`config.mk`:
```
export PLATFORM = sky130hd
export DESIGN_NAME = chip8_draw_sequencer
export DESIGN_NICKNAME = d
export VERILOG_FILES = /design/src/rtl/chip8_pkg.sv /design/src/rtl/chip8_draw_sequencer.sv
export SDC_FILE = /design/constraint.sdc
export NUM_CORES = 1
export LEC_CHECK = 0
export CAP_MARGIN = 40
export CORE_MARGIN = 5
export CORE_UTILIZATION = 55
export CTS_BUF_LIST = sky130_fd_sc_hd__clkbuf_4 sky130_fd_sc_hd__clkbuf_8 sky130_fd_sc_hd__clkbuf_16
export DETAILED_ROUTE_END_ITERATION = 16
export DONT_BUFFER_PORTS = 1
export MAX_ROUTING_LAYER = met4
export PLACE_DENSITY = 0.7
export SETUP_SLACK_MARGIN = 0.15
export SKIP_CTS_REPAIR_TIMING = 1
export SLEW_MARGIN = 15
export SYNTH_ARGS = -nofsm -noshare
export SYNTH_HDL_FRONTEND = slang
export SYNTH_SLANG_ARGS = --single-unit
export TNS_END_PERCENT = 10
```
`constraint.sdc`:
```
create_clock -name clk -period 2.3 [get_ports clk]
set_input_delay 0.23 -clock clk [delete_from_list [all_inputs] [get_ports clk]]
set_output_delay 0.23 -clock clk [all_outputs]
set_load 0.05 [all_outputs]
```
`src/rtl/chip8_pkg.sv`:
```
// Shared CHIP-8 constants and the draw sequencer state type.
//   DISP_W/DISP_H   : display geometry in pixels
//   ADDR_W          : memory address width (4 KiB address space)
//   MEM_LAT_DEFAULT : default cycles from mem_rd to valid mem_rdata
//   seq_state_t     : draw sequencer states
package chip8_pkg;

    localparam int DISP_W          = 64;
    localparam int DISP_H          = 32;
    localparam int ADDR_W          = 12;
    localparam int MEM_LAT_DEFAULT = 1;

    typedef enum logic [2:0] {
        IDLE,
        FETCH,
        WAIT,
        DRAW,
        DONE
    } seq_state_t;

endpackage

```
`src/rtl/chip8_draw_sequencer.sv`:
```
// Sequences one CHIP-8 DXYN sprite draw: latches the operands on start,
// fetches N sprite bytes from memory starting at I, hands each row to the
// display and accumulates the per-row collision into VF.
// Ports:
//   clk, reset          clock, asynchronous active-high reset
//   start               one-cycle request, sampled only in IDLE
//   vx, vy, n, i_reg    DXYN operands (X, Y register values, height, base)
//   busy, done, vf_flag status towards the CPU
//   mem_rd, mem_addr    memory read request
//   mem_rdata           read data, valid MEM_LAT cycles after mem_rd
//   draw, x, y,         one-cycle row strobe and row description
//   row_index,
//   sprite_data
//   collision           display collision for the row being drawn
module chip8_draw_sequencer
    import chip8_pkg::*;
#(
    parameter int MEM_LAT   = MEM_LAT_DEFAULT,
    parameter bit CLIP_ROWS = 1'b1
) (
    input  logic              clk,
    input  logic              reset,
    input  logic              start,
    input  logic [7:0]        vx,
    input  logic [7:0]        vy,
    input  logic [3:0]        n,
    input  logic [ADDR_W-1:0] i_reg,
    output logic              busy,
    output logic              done,
    output logic              vf_flag,
    output logic              mem_rd,
    output logic [ADDR_W-1:0] mem_addr,
    input  logic [7:0]        mem_rdata,
    output logic              draw,
    output logic [5:0]        x,
    output logic [4:0]        y,
    output logic [3:0]        row_index,
    output logic [7:0]        sprite_data,
    input  logic              collision
);

    localparam int CNT_W = $clog2(MEM_LAT + 1);

    seq_state_t        state;
    logic [4:0]        y0;
    logic [3:0]        n_q;
    logic [ADDR_W-1:0] i_q;
    logic [3:0]        r;
    logic [CNT_W-1:0]  wait_cnt;

    logic [4:0]        r_next;
    logic [5:0]        y_next;
    logic              last_row;
    logic              clip_next;
    logic [ADDR_W-1:0] addr_next;

    // Upper operand bits are discarded by the mod-64 / mod-32 latch.
    logic unused_operand_bits;
    assign unused_operand_bits = ^{vx[7:6], vy[7:5]};

    always_comb begin
        r_next    = {1'b0, r} + 5'd1;
        y_next    = {1'b0, y0} + {1'b0, r_next};
        last_row  = (r_next == {1'b0, n_q});
        // Row 0 can never clip since y0 < 32; only later rows are tested.
        clip_next = CLIP_ROWS && (y_next > 6'd31);
        addr_next = i_q + {{(ADDR_W-4){1'b0}}, r} + ADDR_W'(1);
    end

    // Outputs are set on the transition into the state that owns them, so
    // they are registered and aligned with the state they belong to.
    always_ff @(posedge clk or posedge reset) begin
        if (reset) begin
            state       <= IDLE;
            y0          <= '0;
            n_q         <= '0;
            i_q         <= '0;
            r           <= '0;
            wait_cnt    <= '0;
            busy        <= 1'b0;
            done        <= 1'b0;
            vf_flag     <= 1'b0;
            mem_rd      <= 1'b0;
            mem_addr    <= '0;
            draw        <= 1'b0;
            x           <= '0;
            y           <= '0;
            row_index   <= '0;
            sprite_data <= '0;
        end else begin
            mem_rd <= 1'b0;
            draw   <= 1'b0;
            done   <= 1'b0;
            case (state)
                IDLE: begin
                    if (start) begin
                        x       <= vx[5:0];
                        y0      <= vy[4:0];
                        n_q     <= n;
                        i_q     <= i_reg;
                        r       <= '0;
                        vf_flag <= 1'b0;
                        busy    <= 1'b1;
                        if (n == 4'd0) begin
                            state <= DONE;
                            done  <= 1'b1;
                        end else begin
                            state    <= FETCH;
                            mem_rd   <= 1'b1;
                            mem_addr <= i_reg;
                        end
                    end
                end
                FETCH: begin
                    if (MEM_LAT == 1) begin
                        sprite_data <= mem_rdata;
                        state       <= DRAW;
                        draw        <= 1'b1;
                        y           <= y0 + {1'b0, r};
                        row_index   <= r;
                    end else begin
                        state    <= WAIT;
                        wait_cnt <= CNT_W'(MEM_LAT - 2);
                    end
                end
                WAIT: begin
                    if (wait_cnt == '0) begin
                        sprite_data <= mem_rdata;
                        state       <= DRAW;
                        draw        <= 1'b1;
                        y           <= y0 + {1'b0, r};
                        row_index   <= r;
                    end else begin
                        wait_cnt <= wait_cnt - 1'b1;
                    end
                end
                DRAW: begin
                    vf_flag <= vf_flag | collision;
                    r       <= r_next[3:0];
                    if (last_row || clip_next) begin
                        state <= DONE;
                        done  <= 1'b1;
                    end else begin
                        state    <= FETCH;
                        mem_rd   <= 1'b1;
                        mem_addr <= addr_next;
                    end
                end
                DONE: begin
                    state <= IDLE;
                    busy  <= 1'b0;
                end
                default: begin
                    state <= IDLE;
                    busy  <= 1'b0;
                end
            endcase
        end
    end

endmodule
```
== Yosys cells after proc, flatten, opt, wreduce, memory -nomap -nowiden ==
Index checks and enable logic that the tools add are counted.

* Multiplexer cells: 32
* Reductions and logical operators: 12
* Eq/ne operators: 8
* Bitwise operators: 2
* $add $sub $neg: 6
* $lt $le $gt $ge: 1

{| class="wikitable"
|+ Operator list
! operator !! number
|-
| $mux 12 || 3
|-
| $pmux 12 s2 || 1
|-
| $pmux 4 s2 || 2
|-
| $pmux 8 s2 || 1
|-
| $add 12x1->12 const B || 1
|-
| $add 12x4->12 || 1
|-
| $mux 3 || 4
|-
| $pmux 3 s4 || 1
|-
| $mux 1 || 10
|-
| $pmux 1 s2 || 5
|-
| $pmux 5 s2 || 1
|-
| $reduce_and 2->1 || 5
|-
| $mux 4 || 2
|-
| $mux 8 || 1
|-
| $ne 2x2->1 const B || 4
|-
| $add 5x5->6 || 1
|-
| $eq 3x2->1 const B || 2
|-
| $gt 6x5->1 const B || 1
|-
| $add 4x1->5 const B || 1
|-
| $add 5x4->5 || 1
|-
| $eq 5x4->1 || 1
|-
| $mux 5 || 1
|-
| $logic_not 4->1 || 1
|-
| $reduce_and 4->1 || 1
|-
| other kinds (8) || 9
|}

* Output and inout port bits: 40
* Input bits: 44
* Logic and storage cells: 77
* Bits in registers: 69

== Logic depth before layout (Yosys ltp) ==
* Depth in word-level cells: 6
* Depth in mapped cells: 10
* Gate-level depth less buffers: 10

== Worst setup path before layout ==
OpenSTA, ideal clock, no wires.

* Path type: reg-to-reg
* From: register r[0]
* To: register mem_addr[0]
* Stages on the path, launching flop included: 10
* Arrival time: 2.270 ns
* Path slack: -0.095 ns
* Library setup time: 0.125 ns
* Period minus slack after synthesis: 2.395 ns
* Required time: 2.175 ns
* Path buffers: 1
* Path through: dfrtp_1 > ha_1 > ha_1 > a21o_1 > a21oi_1 > o21ai_0 > o21bai_2 > o22a_4 > buf_12 > mux2_4

* Longest elaborated chain between the ends: 6
* Elaborated cells on any way between the ends: 11
* Classes of those cells: add/sub (4); order compare (1); eq/ne (2); mux (2); reduce/logical (2)

{| class="wikitable"
|+ RTL lines
! element !! line !! text
|-
| start: declaration || chip8_draw_sequencer.sv:48 || <nowiki>logic [3:0] r;</nowiki>
|-
| start signal: assignment || chip8_draw_sequencer.sv:139 || <nowiki>r <= r_next[3:0];</nowiki>
|-
| $add 4x1->5 || chip8_draw_sequencer.sv:62 || <nowiki>r_next = {1'b0, r} + 5'd1;</nowiki>
|-
| $add 5x5->6 || chip8_draw_sequencer.sv:63 || <nowiki>y_next = {1'b0, y0} + {1'b0, r_next};</nowiki>
|-
| $gt 6x5->1 || chip8_draw_sequencer.sv:66 || <nowiki>clip_next = CLIP_ROWS && (y_next > 6'd31);</nowiki>
|-
| $logic_or 1x1->1 || chip8_draw_sequencer.sv:140 || <nowiki>if (last_row || clip_next) begin</nowiki>
|-
| $ne 2x2->1 (no source line) || - ||
|-
| $reduce_and 4->1 (no source line) || - ||
|-
| end signal: assignment || chip8_draw_sequencer.sv:110 || <nowiki>mem_addr <= i_reg;</nowiki>
|-
| end signal: assignment || chip8_draw_sequencer.sv:146 || <nowiki>mem_addr <= addr_next;</nowiki>
|-
| end: declaration || chip8_draw_sequencer.sv:32 || <nowiki>output logic [ADDR_W-1:0] mem_addr,</nowiki>
|}

Several ways; a longest one is shown, not always the timed one. The select of a mux whose other input is x is not followed.
A chain may end at the register's enable or synchronous reset.

== Worst setup path after layout ==
* From: register r[0]
* To: register mem_addr[4]

Same word-level chain as after synthesis.

==> flow_summary_export.csv <==
group,metric,value,unit
run_status,status,"finished with violations",
run_status,violations_in_the_final_reports,"hold timing, setup timing",
grt,grt_pass1_wl,11.72,mm
die,fp.dieW,87.79,um
place,io_buf_count,0,
yosys,synth_top_area_share,51.13,%
clock_tree,clock_path_buffers,2,
clock_tree,tritoncts_clock_tree,"built",
yosys,synth_xor_xnor_area_share,5.451,%
sta,max_slew_margin,58.98,%
critical_path,worstSetupStartpointType,"register",
route,vias_per_cell,5.294,
die,die_h,87.79,um
sta,setup_viol_count_final,3,
die,design.die.area,0.007707,sq mm
die,pin_count,84,
sta,timing.hold.ws,-0.005102,ns
critical_path,worstPathMaxFanout,7,
place,placedInstanceArea,0.003507,sq mm
layout,antenna_cells_inserted,0,
route,dr.pass1.iters,4,
critical_path,required,2.53,ns
sta,tns,-0.01166,ns
grt,first_global_vias,2384,
yosys,synthesis.area,0.003328,sq mm
sta,post-route-min-period,2.307,ns
route,met3RoutedLength,338,um
layout,layout.area.seq,0.001704,sq mm
route,route.antenna.remaining_nets,0,
critical_path,cpLargestDelayFamily,"simple AND/OR/NAND/NOR gates",
sta,final_max_slew_viol_count,0,
die,core.rowCount,28,
route,vias,2398,
layout,multi_input_comb_area,0.001548,sq mm
critical_path,worst-r2r-setup-slack,-0.007,ns
sta,post-route-period-util,100.3,%
grt,pin_count_of_the_biggest_net_entering_global_routing,35,
yosys,syn_avg_cell_area,9.455,sq um
yosys,synthCells,352,
clock_tree,root_buffer,"sky130_fd_sc_hd__clkbuf_8",
critical_path,worstPathCellList,"ha_4 > and3_2 > or4_4 > o21bai_4 > o22a_4 > mux2_2",
clock_tree,clock-sinks,68,
place,dp_hpwl,5.075,mm
grt,grt_overflow_total,0,
worst_hold_path,worst_min_delay_path_class,"in -> reg",
sta,timing.final.ws_setup,-0.006607,ns
yosys,synth_top_cell_by_area,"sky130_fd_sc_hd__dfrtp_1",
critical_path,cp_data_arrival_time,2.53,ns
critical_path,criticalPathCategory,"reg -> reg",
grt,antenna_found_initial,0,
place,finalWeightedCongestion,0.8467,
layout,fill_cell_total_of_the_finished_layout,499,
yosys,synth_fa_ha_area_share,6.466,%
critical_path,timing.critical_path.slowest_cell_delay,0.55,ns
route,totalWireLength,7.210,mm
route,routed-wl-met2,3.518,mm
route,avgRoutedWirePerCell,15.92,um
yosys,combinational_family_with_the_most_area_after_synthesis,"simple AND/OR/NAND/NOR gates",
yosys,ys_seq_elements,68,
sta,timing.clock.skew,0.008431,ns
sta,tightestPinTransition,0.6097,ns
clock_tree,ctsHtreeMaxLevel,3,
critical_path,critPathBufInv,0,
sta,fmax,433.5,MHz
clock_tree,clk_pin_slew_worst_paths,0.07,ns
critical_path,slowest_stage,"sky130_fd_sc_hd__or4_4",
yosys,synth_simple_gate_area_share,19.17,%
route,highest-signal-layer,"met4",
yosys,yosysSeqAreaShare,51.13,%
yosys,synth.area.top_cells,"sky130_fd_sc_hd__dfrtp_1, sky130_fd_sc_hd__nand2_1, sky130_fd_sc_hd__ha_1",
layout,postLayoutCellArea,0.003801,sq mm
route,number_of_drc_markers_after_the_initial_detailed_route_iteration,127,
yosys,yosysWarningCount,0,
layout,layout-area-overhead-vs-synth,14.21,%
run,maxCapViolCount,0,
route,wl_met1,3.133,mm
layout,layout-drive-gt1-share,16.14,%
grt,global_route.usage.total,20.51,%
sta,final_number_of_hold_violating_endpoints,7,
yosys,post_synth_num_cell_types,32,
yosys,synth_mux_area_share,5.414,%
yosys,synth_compound_area_share,8.496,%
layout,postLayoutCoreUtil,64.58,%
layout,final_cell_mix,"sky130_fd_sc_hd__nand2_1, sky130_fd_sc_hd__dfrtp_1, sky130_fd_sc_hd__o21ai_0",
layout,most_common_library_cell_in_the_layout_ignoring_fill_and_taps,"sky130_fd_sc_hd__nand2_1",
yosys,synth_nets,412,
layout,final_nets,434,
clock_tree,clk-insertion-delay-late,0.34,ns
sta,unrepaired_setup_endpoints_after_global_routing,"true",
die,initial_core_util,56.55,%
clock_tree,cts_made_buffers,9,
route,drcViolationCount,0,
critical_path,element_type_at_the_critical_path_end,"register",
die,core_area,0.005886,sq mm
-- final timing paths --
path,from,endpoint,cells after the start
max,r[0],mem_addr[4],6
min,i_reg[6],i_q[6],2
max reg2reg,r[0],mem_addr[4],6
min reg2reg,i_q[3],i_q[3],2
max in group asynchronous,reset,r[1],3
min in group asynchronous,reset,y[4],3
-- stage by stage --
stage / instances / setup WS, ns
6_report: 453 / -0.006607
5_1_grt: 453 / -0.06264
4_1_cts: 443 / -0.06654
3_5_place_dp: 428 / -0.06661
3_3_place_gp: 428 / -0.008212
2_1_floorplan: 352 / 0.01255
-- layer usage --
layer / track usage (%) / up-vias
li1: - / 1181
met1: 26.49 / 1144
met2: 30.55 / 55
met3: 3.857 / 18
met4: 11.02 / 0
met5: - / -
-- kinds of logic after synthesis --
family	Yosys count
AO/OA/AOI/OAI	48
AND/OR/NAND/NOR	158
flip-flops	68
multiplexers	13
adder cells (fa/ha/maj)	16
XOR/XNOR	19
buffers and inverters	30
-- cell usage after synthesis --
| master | n |
|---|---|
| sky130_fd_sc_hd__or2_2 | 2 |
| sky130_fd_sc_hd__or4_1 | 2 |
| sky130_fd_sc_hd__nand2b_1 | 4 |
| sky130_fd_sc_hd__xnor2_2 | 2 |
| sky130_fd_sc_hd__nand3_1 | 5 |
| sky130_fd_sc_hd__o2111ai_1 | 1 |
| sky130_fd_sc_hd__nor4_1 | 1 |
| sky130_fd_sc_hd__o22a_4 | 1 |
| sky130_fd_sc_hd__nand3b_1 | 1 |
| sky130_fd_sc_hd__nand2_1 | 132 |
| sky130_fd_sc_hd__a211oi_1 | 1 |
| sky130_fd_sc_hd__clkbuf_1 | 14 |
| sky130_fd_sc_hd__a21oi_1 | 10 |
| sky130_fd_sc_hd__o31ai_1 | 1 |
| sky130_fd_sc_hd__nand4_1 | 1 |
| sky130_fd_sc_hd__xor2_1 | 11 |
| sky130_fd_sc_hd__buf_12 | 1 |
| sky130_fd_sc_hd__a21o_1 | 4 |
| sky130_fd_sc_hd__and2_1 | 1 |
| sky130_fd_sc_hd__ha_1 | 14 |
| sky130_fd_sc_hd__o211ai_1 | 2 |
| sky130_fd_sc_hd__o21ai_0 | 27 |
| sky130_fd_sc_hd__dfrtp_1 | 68 |
| sky130_fd_sc_hd__fa_1 | 2 |
| sky130_fd_sc_hd__and3_2 | 1 |
| sky130_fd_sc_hd__inv_1 | 15 |
| sky130_fd_sc_hd__nor2_1 | 7 |
| sky130_fd_sc_hd__o21bai_2 | 1 |
| sky130_fd_sc_hd__mux2_2 | 4 |
| sky130_fd_sc_hd__nor3_1 | 1 |
| sky130_fd_sc_hd__xnor2_1 | 6 |
| sky130_fd_sc_hd__mux2_4 | 9 |
-- registers in the layout (all words and copies together), names as in the netlist --
| register | count |
|---|---|
| mem_rd | 1 |
| sprite_data | 8 |
| busy | 1 |
| row_index | 4 |
| i_q | 12 |
| y0 | 5 |
| vf_flag | 1 |
| state | 3 |
| mem_addr | 12 |
| x | 6 |
| y | 5 |
| draw | 1 |
| done | 1 |
| n_q | 4 |
| r | 4 |
-- cell type report --
class	count	area share, %
sequential	68	44.83
tap	75	2.469
inverter	15	1.481
clock buffer	13	4.378
clock inverter	2	0.2633
timing repair buffer	25	5.859
multi-input combinational	255	40.72
Power is not shown: default switching activity piles up to over one toggle a cycle in this logic, so the estimate is an artifact.
==> edit 1, RTL diff (same flow settings) <==
The package constant `ADDR_W` goes from 12 to 14.
--- a/src/rtl/chip8_pkg.sv
+++ b/src/rtl/chip8_pkg.sv
@@ -9,3 +9,3 @@
     localparam int DISP_H          = 32;
-    localparam int ADDR_W          = 12;
+    localparam int ADDR_W          = 14;
     localparam int MEM_LAT_DEFAULT = 1;
Interface: changed (resized i_reg and mem_addr); port bits go from 84 to 88. The function was not compared with the original's and may differ.
==> edit 1 against the original RTL <==
The flow finishes with violations (hold timing); final area grew 10%; final cell count shrank 4.4%; core utilization shrank 1.9 points; setup slack gained 0.045 ns; sequential cell count grew 4; area after synthesis grew 11%; via count grew 2.8%; wire length grew 2.4%; non-clock buffer count shrank 5; critical endpoint is now mem_addr[1]; largest cell class unchanged.
Power is not shown: default switching activity piles up to over one toggle a cycle in this logic, so the estimate is an artifact.
==> edit 1: results (changes against the original RTL) <==
metric	value	unit	change
holdWs	-0.00345	ns	was -0.00510 ns
yosysWarnings	0		unchanged
grt_pass1_wl	12.5	mm	was 11.7 mm
synthMuxAreaShare	13.0	%	was 5.41%
r2r_setup_slack	0.04	ns	was -0.007 ns
tightest_slew	0.516	ns	was 0.610 ns
crit_fanout	15		was 7
r2r-end	mem_addr[1]		was mem_addr[4]
synth_fp_nets	394		was 412
drt-met1-wl	3.23	mm	was 3.13 mm
grt_pass1_vias	2538		was 2384
slowest_stage	dfrtp_2		was or4_4
drt_iter0_drc	89		was 127
fin_skew	0.0103	ns	was 0.00843 ns
yosys.area_share.adder	5.81	%	was 6.47%
grt_start_max_net_pins	53		was 35
met2_usage	30.7	%	was 30.5%
violations	hold timing		was hold timing, setup timing
synth_cell_types	55		was 32
critPathMaxStageDelay	0.44	ns	was 0.55 ns
place_ws	-0.0630	ns	was -0.0666 ns
synth.area.top_cells	dfrtp_1 49%, mux2_2 9.7%, nand2_1 6.6%		was dfrtp_1 51%, nand2_1 15%, ha_1 5.3%
nets	410		was 434
synthXorXnorAreaFrac	3.68	%	was 5.45%
yosys-top-cells-count	72 x dfrtp_1, 65 x nand2_1, 32 x mux2_2, 22 x o21ai_0, 14 x ha_1		was 132 x nand2_1, 68 x dfrtp_1, 27 x o21ai_0, 15 x inv_1
hold_violations	4		was 7
reg2reg_depth	7		was 6
wl_met3	583	um	was 338 um
met1_usage	23.0	%	was 26.5%
synth_compound_area_share	11.7	%	was 8.50%
ys_seq_area_share	48.6	%	was 51.1%
finalWirelength	7.38	mm	was 7.21 mm
fin_crit_sh	98.3	%	was 100%
place_congestion	0.817		was 0.847
antenna_found_initial	0		unchanged
dp_hpwl	5.32	mm	was 5.08 mm
grt_usage	19.0	%	was 20.5%
met3_usage	7.22	%	was 3.86%
crit_arrival	2.49	ns	was 2.53 ns
wl_met2	3.52	mm	about the same
highest_layer	met4		unchanged
n_fill_cell	544		was 499
crit_start	r[0]		unchanged
vias_per_cell	5.69		was 5.29
status	finished, violations left		unchanged
biggestRegsByFlops	i_q (14), mem_addr (14), sprite_data (8)		was i_q (12), mem_addr (12), sprite_data (8)
layout-drive-gt1-share	26.9	%	was 16.1%
[edit 1: cell count changes in the layout (fill, tap and decap cells not counted), moves of 4 or more]
cell	unedited run	this run
nor2_1	6	11
mux2_2	4	32
a21oi_1	9	5
dfrtp_1	66	70
dlygate4sd3_1	9	3
nand2_1	132	65
xor2_1	11	5
a211oi_1	1	5
[edit 1: worst min path at each step]
| stage | from | endpoint | slack [ns] |
|---|---|---|---|
| after floorplan | mem_rdata[0] | sprite_data[0] | 0.34 |
| after global placement | reset | vf_flag | 0.15 |
| after detailed placement | reset | vf_flag | 0.14 |
| after CTS | reset | mem_addr[6] | -0.23 |
| after global routing | mem_rdata[7] | sprite_data[7] | 0.001 |
| final | mem_rdata[1] | sprite_data[1] | -0.003 |
[edit 1: area by class of cell]
| cell class | instances | area, um^2 | share of cell area, % |
|---|---|---|---|
| sequential | 72 | 1800 | 43.1 |
| clock inverter | 5 | 103 | 2.45 |
| timing repair buffer | 20 | 183 | 4.36 |
| multi-input combinational | 232 | 1790 | 42.8 |
| tap | 80 | 100 | 2.39 |
| clock buffer | 11 | 151 | 3.62 |
| inverter | 13 | 52.6 | 1.26 |
[edit 1: through the flow]
step                      area, um^2  utilization [%]  instances  hold WS, ns
after detailed placement        3860             57.8        413        0.144
final                           4190             62.7        433     -0.00345
after CTS                       4120             61.6        429       -0.228
after global routing            4190             62.7        433      0.00138
after global placement          3860             57.8        413        0.147
after floorplan                 3720                -        332        0.335
[edit 1: worst max-delay path, delay by kind of cell (launching register included)]
| kind | cells | cell delay, ns |
|---|---|---|
| AOI/OAI and AO/OA | 2 | 0.36 |
| xor gates and xnor gates | 1 | 0.14 |
| adders and majority gates | 1 | 0.32 |
| buffers and inverters | 1 | 0.18 |
| DFF | 1 | 0.44 |
| muxes | 1 | 0.34 |
| and+or+nand+nor | 1 | 0.34 |
==> edit 2, RTL diff (config.mk and constraints unchanged) <==
Made on the original files. Register the input `mem_rdata` before use, without a reset. The logic sees it one clock later. The other inputs are not delayed to match. Comments in the files are not updated.
--- a/src/rtl/chip8_draw_sequencer.sv
+++ b/src/rtl/chip8_draw_sequencer.sv
@@ -42,2 +42,8 @@
     localparam int CNT_W = $clog2(MEM_LAT + 1);
+
+    logic [7:0] mem_rdata_q;
+
+    always_ff @(posedge clk) begin
+        mem_rdata_q <= mem_rdata;
+    end
 
@@ -115,3 +121,3 @@
                     if (MEM_LAT == 1) begin
-                        sprite_data <= mem_rdata;
+                        sprite_data <= mem_rdata_q;
                         state       <= DRAW;
@@ -127,3 +133,3 @@
                     if (wait_cnt == '0) begin
-                        sprite_data <= mem_rdata;
+                        sprite_data <= mem_rdata_q;
                         state       <= DRAW;
Function: changed (Yosys sat finds a counterexample within 4 cycles, from zero or initial values and one cycle with reset high).
==> edit 2 against the original RTL <==
Area after synthesis increased by 5.3%; final area increased by 7.7%; setup slack improved by 0.094 ns; maximum frequency increased by 4.3%; wire length decreased by 9.3%; die area increased by 4.7%; sequential cell count increased by 8; highest routed layer unchanged.
Power is not shown: default switching activity piles up to over one toggle a cycle in this logic, so the estimate is an artifact.
==> edit 2: results (changes against the original RTL) <==
metric	value	unit	change
multi_input_area_share	38.7	%	was 40.7%
crit_fanout	6		was 7
n_fill_cell	467		was 499
num-nonclk-inverters	16		was 15
crit_arrival	2.43	ns	was 2.53 ns
num-multi-input-gates	206		was 255
multi_input_area	1590	um^2	was 1550 um^2
wl_met2	3.13	mm	was 3.52 mm
clkCellAreaFrac	4.98	%	was 4.64%
drt-met1-wl	2.89	mm	was 3.13 mm
grt_pass1_wl	11.2	mm	was 11.7 mm
met2_usage	25.4	%	was 30.5%
slew_headroom	66.6	%	was 59.0%
met3_usage	7.51	%	was 3.86%
synth_area	3500	um^2	was 3330 um^2
status	finished, final reports clean		was finished, violations left
synth_fp_nets	371		was 412
buffer_area_share	6.94	%	was 5.86%
vias	2221		was 2398
wl_met3	486	um	was 338 um
layout-drive-gt1-share	26.2	%	was 16.1%
path_clk_slew	0.09	ns	was 0.07 ns
synthCells	311		was 352
ys_seq_area_share	53.1	%	was 51.1%
drt_iter0_drc	69		was 127
ys_async_sr_fraction	89.5	%	was 100%
critPathMaxStageDelay	0.40	ns	was 0.55 ns
finalWirelength	6.54	mm	was 7.21 mm
place_ws	-0.0271	ns	was -0.0666 ns
clock_sinks	76		was 68
grt_usage	17.2	%	was 20.5%
nClkBuffers	9		was 13
grt_pass1_vias	2286		was 2384
ff_latch_area	1860	um^2	was 1700 um^2
dp_hpwl	4.45	mm	was 5.08 mm
fin_skew	0.0103	ns	was 0.00843 ns
signal_buffers	30		was 25
synth_cell_types	41		was 32
dp_cells	388		was 428
biggestRegsByFlops	i_q (12), mem_addr (12)		was i_q (12), mem_addr (12), sprite_data (8)
slowest_stage	dfrtp_1		was or4_4
nets	399		was 434
[edit 2: cell count changes after synthesis, moves of 3 or more]
cell      before  now
dfxtp_1        0    8
o21ai_1        0    7
buf_2          0    3
o21ai_0       27   17
mux2_1         0    3
mux2_2         4   26
o22ai_1        0    3
clkbuf_1      14    9
nand3_1        5    2
nand2_1      132   60
xnor2_1        6    9
[edit 2: path summary, 6_finish.rpt]
kind,start,endpoint,slack (ns),depth (start not counted)
worst max register to register,r[0],mem_addr[10],0.09,10
min in group asynchronous,reset,sprite_data[3],0.42,3
worst min-delay path,i_reg[0],i_q[0],0.03,2
max in group asynchronous,reset,r[2],1.58,3
worst min register to register,mem_rdata_q[1],sprite_data[1],0.41,2
worst max-delay path,r[0],mem_addr[10],0.09,10
[edit 2: logic make-up after synthesis]
kind of cell	count (synthesis)	synth area share [%]
simple gates	85	11.1
flops	76	53.1
compound gates	47	7.75
mux	38	13.2
buf+inv	29	3.68
xor+xnor	20	5.00
fa+ha+maj	16	6.14
